## src/rtl/pipe_pkg.sv

```systemverilog
// Shared constants and stage-control payload for the inter-stage register chain.
package pipe_pkg;

   // Default geometry of the 5-stage core's inter-stage registers
   localparam int unsigned PIPE_STAGES = 4;
   localparam int unsigned PIPE_DATA_W = 32;

   // Stage indices, youngest first
   localparam int unsigned STG_IFID  = 0;
   localparam int unsigned STG_IDEX  = 1;
   localparam int unsigned STG_EXMEM = 2;
   localparam int unsigned STG_MEMWB = 3;

   // Per-stage control resolved from the stall/flush OR-chains
   typedef struct packed {
      logic hold;
      logic kill;
   } stage_ctrl_t;

endpackage : pipe_pkg

```

## src/rtl/pipe_stage_reg.sv

```systemverilog
// One valid+payload pipeline register with kill/hold/bubble/load priority.
module pipe_stage_reg
   import pipe_pkg::*;
#(
   parameter int unsigned       DATA_W    = PIPE_DATA_W,
   parameter logic [DATA_W-1:0] RESET_VAL = '0
) (
   input  logic              i_clk,
   input  logic              i_rst,
   input  stage_ctrl_t       ctrl_i,
   input  logic              bubble_i,
   input  logic              load_valid_i,
   input  logic [DATA_W-1:0] load_data_i,
   output logic              valid_o,
   output logic [DATA_W-1:0] data_o
);

   logic              valid_q, valid_d;
   logic [DATA_W-1:0] data_q,  data_d;

   // Next state: kill beats hold, hold beats bubble, bubble beats load
   always_comb begin
      valid_d = valid_q;
      data_d  = data_q;
      if (ctrl_i.kill) begin
         valid_d = 1'b0;
      end else if (ctrl_i.hold) begin
         valid_d = valid_q;
      end else if (bubble_i) begin
         valid_d = 1'b0;
      end else begin
         valid_d = load_valid_i;
         // Payload only moves with a valid entry so bubbles leave data quiet
         if (load_valid_i) begin
            data_d = load_data_i;
         end
      end
   end

   // State register, asynchronously cleared
   always_ff @(posedge i_clk or posedge i_rst) begin
      if (i_rst) begin
         valid_q <= 1'b0;
         data_q  <= RESET_VAL;
      end else begin
         valid_q <= valid_d;
         data_q  <= data_d;
      end
   end

   assign valid_o = valid_q;
   assign data_o  = data_q;

endmodule : pipe_stage_reg

```

## src/rtl/pipe_stage_chain.sv

```systemverilog
// Parametrised chain of inter-stage registers with stall, flush, bubbles and counters.
module pipe_stage_chain
   import pipe_pkg::*;
#(
   parameter int unsigned       NUM_STAGES = PIPE_STAGES,
   parameter int unsigned       DATA_W     = PIPE_DATA_W,
   parameter int unsigned       CNT_W      = 32,
   parameter logic [DATA_W-1:0] RESET_VAL  = '0
) (
   input  logic                         i_clk,
   input  logic                         i_rst,
   input  logic                         i_valid,
   input  logic [DATA_W-1:0]            i_data,
   input  logic [NUM_STAGES-1:0]        i_stall,
   input  logic [NUM_STAGES-1:0]        i_flush,
   output logic                         o_ready,
   output logic [NUM_STAGES-1:0]        o_valid,
   output logic [NUM_STAGES*DATA_W-1:0] o_data,
   output logic [CNT_W-1:0]             o_retire_cnt,
   output logic [CNT_W-1:0]             o_flush_cnt
);

   localparam int unsigned LAST = NUM_STAGES - 1;

   // Reject unsupported chain lengths at elaboration
   if (NUM_STAGES < 2 || NUM_STAGES > 8) begin : g_bad_num_stages
      $error("pipe_stage_chain: NUM_STAGES must be in 2..8");
   end

   logic [NUM_STAGES-1:0] hold_c;
   logic [NUM_STAGES-1:0] kill_c;
   logic [NUM_STAGES-1:0] valid_q;
   logic [DATA_W-1:0]     data_q [NUM_STAGES];
   logic [CNT_W-1:0]      retire_q, retire_d;
   logic [CNT_W-1:0]      flush_q,  flush_d;

   // Stall and flush propagate from each stage down to every younger stage
   always_comb begin
      hold_c       = '0;
      kill_c       = '0;
      hold_c[LAST] = i_stall[LAST];
      kill_c[LAST] = i_flush[LAST];
      for (int k = int'(LAST) - 1; k >= 0; k--) begin
         hold_c[k] = hold_c[k+1] | i_stall[k];
         kill_c[k] = kill_c[k+1] | i_flush[k];
      end
   end

   // Upstream may present a new entry only when stage 0 will take it
   assign o_ready = ~hold_c[0] & ~kill_c[0];

   for (genvar k = 0; k < int'(NUM_STAGES); k++) begin : g_stage
      stage_ctrl_t       ctrl_c;
      logic              bubble_c;
      logic              load_valid_c;
      logic [DATA_W-1:0] load_data_c;

      assign ctrl_c.hold = hold_c[k];
      assign ctrl_c.kill = kill_c[k];

      if (k == STG_IFID) begin : g_head
         // Youngest stage loads straight from the fetch side
         assign bubble_c     = 1'b0;
         assign load_valid_c = i_valid;
         assign load_data_c  = i_data;
      end else begin : g_body
         // A frozen predecessor leaves a bubble behind in this stage
         assign bubble_c     = hold_c[k-1];
         assign load_valid_c = valid_q[k-1];
         assign load_data_c  = data_q[k-1];
      end

      pipe_stage_reg #(
         .DATA_W    (DATA_W),
         .RESET_VAL (RESET_VAL)
      ) u_reg (
         .i_clk        (i_clk),
         .i_rst        (i_rst),
         .ctrl_i       (ctrl_c),
         .bubble_i     (bubble_c),
         .load_valid_i (load_valid_c),
         .load_data_i  (load_data_c),
         .valid_o      (valid_q[k]),
         .data_o       (data_q[k])
      );

      assign o_data[k*DATA_W +: DATA_W] = data_q[k];
   end

   assign o_valid = valid_q;

   // Counter next state: retire when the oldest entry leaves, count any flush cycle
   always_comb begin
      retire_d = retire_q;
      flush_d  = flush_q;
      if (valid_q[LAST] && !hold_c[LAST] && !kill_c[LAST]) begin
         retire_d = retire_q + CNT_W'(1);
      end
      if (|i_flush) begin
         flush_d = flush_q + CNT_W'(1);
      end
   end

   // Counter registers, free-running modulo 2^CNT_W
   always_ff @(posedge i_clk or posedge i_rst) begin
      if (i_rst) begin
         retire_q <= '0;
         flush_q  <= '0;
      end else begin
         retire_q <= retire_d;
         flush_q  <= flush_d;
      end
   end

   assign o_retire_cnt = retire_q;
   assign o_flush_cnt  = flush_q;

endmodule : pipe_stage_chain

```

## config.mk

```make
export PLATFORM = sky130hd
export DESIGN_NAME = pipe_stage_chain
export DESIGN_NICKNAME = d
export VERILOG_FILES = /design/src/rtl/pipe_pkg.sv /design/src/rtl/pipe_stage_reg.sv /design/src/rtl/pipe_stage_chain.sv
export SDC_FILE = /design/constraint.sdc
export NUM_CORES = 1
export LEC_CHECK = 0
export CAP_MARGIN = 20
export CORE_ASPECT_RATIO = 1.2
export CORE_MARGIN = 1.5
export CORE_UTILIZATION = 47
export DETAILED_ROUTE_END_ITERATION = 8
export HOLD_SLACK_MARGIN = 0.15
export PLACE_DENSITY_LB_ADDON = 0.08
export SYNTH_ARGS = -nofsm -noshare
export SYNTH_HDL_FRONTEND = slang
export SYNTH_SLANG_ARGS = --single-unit
```

## constraint.sdc

```tcl
create_clock -name i_clk -period 8.8 [get_ports i_clk]
set_clock_uncertainty 0.05 [all_clocks]
set_input_delay 1.32 -clock i_clk [delete_from_list [all_inputs] [get_ports i_clk]]
set_output_delay 1.32 -clock i_clk [all_outputs]
set_load 0.03 [all_outputs]
```

==> Word level (Yosys, flattened, before mapping) <==
Cells that the tools add are included.
W data, S select, Z words.
{ "op_classes": {"addsub": 2, "eq_ne": 4, "mux": 11, "bitwise": 15, "n_reduce_logical": 9} }
{ "op_table": {"columns": ["cell", "count"], "rows": [
  ["$add A32 B1 Y32 const B", 2],
  ["$reduce_and A4 Y1", 3],
  ["$mux W1", 11],
  ["$not A1 Y1", 8],
  ["$ne A2 B2 Y1 const B", 3],
  ["$or A1 B1 Y1", 6],
  ["$reduce_or A4 Y1", 1],
  ["$reduce_and A3 Y1", 1],
  ["$logic_and A1 B1 Y1", 2],
  ["$logic_not A1 Y1", 2],
  ["$ne A2 B1 Y1 const B", 1],
  ["$and A1 B1 Y1", 1]
]} }
{ "totals": {"regBits": 196, "inputBits": 43, "output_inout_bits": 197, "word_cells": 51} }

==> Logic depth before layout (Yosys ltp) <==
{ "logic_depth": {"ltp_word": 6, "depth_mapped": 7} }

==> Cells and area by module <==
From an unflattened synthesis, not the netlist that was laid out.
{ "hier_totals": {"cells_unflattened": 547, "hier_area_um2": 7977.7} }
{ "modules_own_cells": {"columns": ["mod", "instances", "cells_per_inst", "area_each_um2"], "rows": [
  ["pipe_stage_reg", 4, 73, 1265.0],
  ["pipe_stage_chain", 1, 255, 2917.8]
]} }

==> Least setup slack after synthesis <==
No wires, ideal clock.
{ "synth_path": {"kind": "input to output", "from": "input port i_flush[3]", "to": "output port o_ready", "t_arrival_ns": 2.446, "required_ns": 7.430, "setup_slack_ns": 4.984, "stages": 4, "n_path_buf": 2, "path_cell_list": "buf_6 -> or4_4 -> buf_6 -> nor3_4"} }
{ "synth_between": {"elab_chain_len": 5} }
{ "synth_lines": {"columns": ["element", "line", "text"], "rows": [
  ["start, declared", "pipe_stage_chain.sv:15", "input logic [NUM_STAGES-1:0] i_flush,"],
  ["$or A1 B1 Y1 (3 in a row)", "pipe_stage_chain.sv:45", "kill_c[k] = kill_c[k+1] | i_flush[k];"],
  ["$not A1 Y1 (no line)", null, null],
  ["$and A1 B1 Y1", "pipe_stage_chain.sv:50", "assign o_ready = ~hold_c[0] & ~kill_c[0];"],
  ["end, declared", "pipe_stage_chain.sv:16", "output logic o_ready,"]
]} }
No other way between the ends.

==> Final worst setup path <==
Ends and elaborated chain as after synthesis.

==> flow_summary_export.csv <==
group,metric,value,unit
layout,drive_gt1_frac,0.222,
route,ant_nets,0,
critical_path,cp.required,7430,ps
clocking,htree_levels,4,
route,post_drt_wl_per_cell,18.6,µm
global_route,antenna_found_initial,0,
clocking,post_cts_buffers,0,
timing,min_period,4880,ps
synthesis,syn_area,0.00795,mm²
global_route,grt_overflow_total,0,
critical_path,ff2ff_path_depth,4,
clocking,insertion_delay,420,ps
clocking,path_clk_slew,70,ps
placement,dpl_worst_slack,3930,ps
global_route,grt_pass1_vias,5595,
synthesis,synth.net_count,591,
timing,finalHoldViolCount,0,
clocking,cts_buffers,17,
floorplan,start_util,0.485,
floorplan,pin_count,240,
route,vias_per_cell,5.22,
global_route,grt_max_degree,107,
floorplan,die_h,145,µm
pwr,irDropWorstVdd,0.123,mV
route,dr.pass1.iters,4,
timing,rsz0062_at_grt,"no",
global_route,grt_use_total,0.220,
worst_hold_path,hp-class,"flop to flop",
layout,syn_to_final_growth,40.6,%
synthesis,ys_ff_latch,196,
synthesis,synth_edf_count,0,
synthesis,syn_avg_cell_area,14.6,µm²
timing,hold_ws,427,ps
timing,post-route-period-util,0.555,
floorplan,die_width,122,µm
route,routed_wl,18800,µm
placement,gp_congestion,0.825,
layout,n_antenna_cell,0,
timing,setup_tns,0,ps
layout,layout_commonest_cell,"clkdlybuf4s50_1",
clocking,cts.sinks,196,
timing,worst_slew_margin_rel,0.331,
critical_path,critical_path.max_fanout,9,
timing,setup-violations-final,0,
timing,fin_ws,3920,ps
pwr,power.density,175,mW/mm²
synthesis,ys.flop_type,"dfrtp_1",
job,maxCapViolCount,0,
route,drt_iter0_drc,239,
timing,tightestPinTransition,996,ps
clocking,ctsResizeCount,0,
route,drc,0,
synthesis,synth_cells,546,
route,vias,5286,
floorplan,rows,51,
critical_path,startpoint_type,"primary input",
outcome,status,"complete, no violations",
pwr,p_leak,0.00517,µW
synthesis,yosys_warnings,0,
placement,hpwl,13000,µm
synthesis,async_flop_share,1.00,
critical_path,critical_path_arrival,3510,ps
clocking,cts_hold_buf,0,
clocking,cts.path.max_buffers,2,
layout,nets,833,
timing,drv_slew,0,
timing,fmax,205,MHz
critical_path,setup.worst_path.end_class,"output pin",
worst_hold_path,worstHoldPathCells,1,
layout,final_cell_mix,"239 x clkdlybuf4s50_1, 196 x dfrtp_1, 100 x mux2_2",
clocking,cts_tree,"yes",
clocking,clockRootBuffer,"clkbuf_16",
floorplan,dieArea,0.0177,mm²
placement,port_buffers,239,
floorplan,design.core.area,0.0164,mm²
synthesis,yosysUniqueCellTypes,37,
critical_path,worst-setup-path-type,"primary input to output pin",
synthesis,ys_seq_area_frac,0.617,
global_route,grt_pass1_wl,30100,µm
==> where the power goes <==
group	internal (µW)	total, µW	switching (µW)
Sequential	925	955	29.4
Combinational	88.0	197	109
Clock	460	804	344
Total	1470	1960	483
==> logic make-up (layout without fill, tap and decap cells) <==
group / after synthesis / count (layout) / synth area share
adder cells (fa/ha/maj): 2 / 2 / 0.00315
flip-flops: 196 / 196 / 0.617
multiplexers: 130 / 130 / 0.198
AO/OA/AOI/OAI: 5 / 5 / 0.00440
buffers and inverters: 26 / 281 / 0.0190
AND/OR/NAND/NOR: 125 / 125 / 0.0902
XOR/XNOR: 62 / 62 / 0.0683
==> stage by stage <==
step | util | instances | power [µW] | cell area [µm²]
after global placement | 0.641 | 977 | 1160 | 10500
after CTS | 0.679 | 1010 | 1970 | 11100
final | 0.682 | 1013 | 1960 | 11200
after detailed placement | 0.641 | 978 | 1170 | 10500
after global routing | 0.682 | 1013 | 2030 | 11200
after floorplan | - | 546 | 1070 | 7950
==> worst max-delay path, stage by stage <==
cell	delay, ps
clkdlybuf4s50_1	560
or4_4	670
nor3_4	210
clkdlybuf4s50_1	750
==> registers in the layout (all words and copies together) (netlist names) <==
register               count
o_retire_cnt              32
g_stage.u_reg.data_o     128
g_stage.u_reg.valid_o      4
o_flush_cnt               32
==> cell usage after synthesis, types with 4 or more instances <==
master    count  area share
nand4_1      24       0.019
and4_1        7      0.0077
nor4_1        4      0.0031
nor3_1        7      0.0044
and2_1        7      0.0055
mux2_4       30       0.057
buf_6         5      0.0071
dfrtp_1     196        0.62
xnor2_1      51       0.056
xor2_1       11       0.012
buf_4         4      0.0038
and3_1        9      0.0071
nand2_1      20      0.0094
nand3_1      27       0.017
clkbuf_1     10      0.0047
mux2_2      100        0.14
nor2_1        8      0.0038
==> final timing paths <==
path | startpoint | endpoint | slack, ps
worst max-delay path | i_flush[3] | o_ready | 3920
worst min-delay path | o_retire_cnt[31] | o_retire_cnt[31] | 430
worst max register to register | o_retire_cnt[3] | o_retire_cnt[31] | 6610
worst min register to register | o_retire_cnt[31] | o_retire_cnt[31] | 430
max in group asynchronous | i_rst | o_retire_cnt[17] | 6110
min in group asynchronous | i_rst | g_stage[0].u_reg.data_o[27] | 1340
==> final cells by class <==
| class | instances | area (µm²) |
|---|---|---|
| Fill cell | 1195 | 5220 |
| Sequential cell | 196 | 4900 |
| Multi-Input combinational cell | 324 | 2910 |
| Timing Repair Buffer | 246 | 2470 |
| Clock buffer | 19 | 443 |
| Tap cell | 212 | 265 |
| Clock inverter | 13 | 171 |
| Inverter | 3 | 18.8 |
==> per-layer routing <==
layer / up-vias / global-route usage / routed length [µm]
li1: 2410 / - / -
met3: 26 / 0.0694 / 1330
met4: 0 / 0.0871 / 376
met2: 190 / 0.366 / 9510
met5: - / 0 / 0
met1: 2660 / 0.265 / 7580
(Power assumes the default switching activity.)
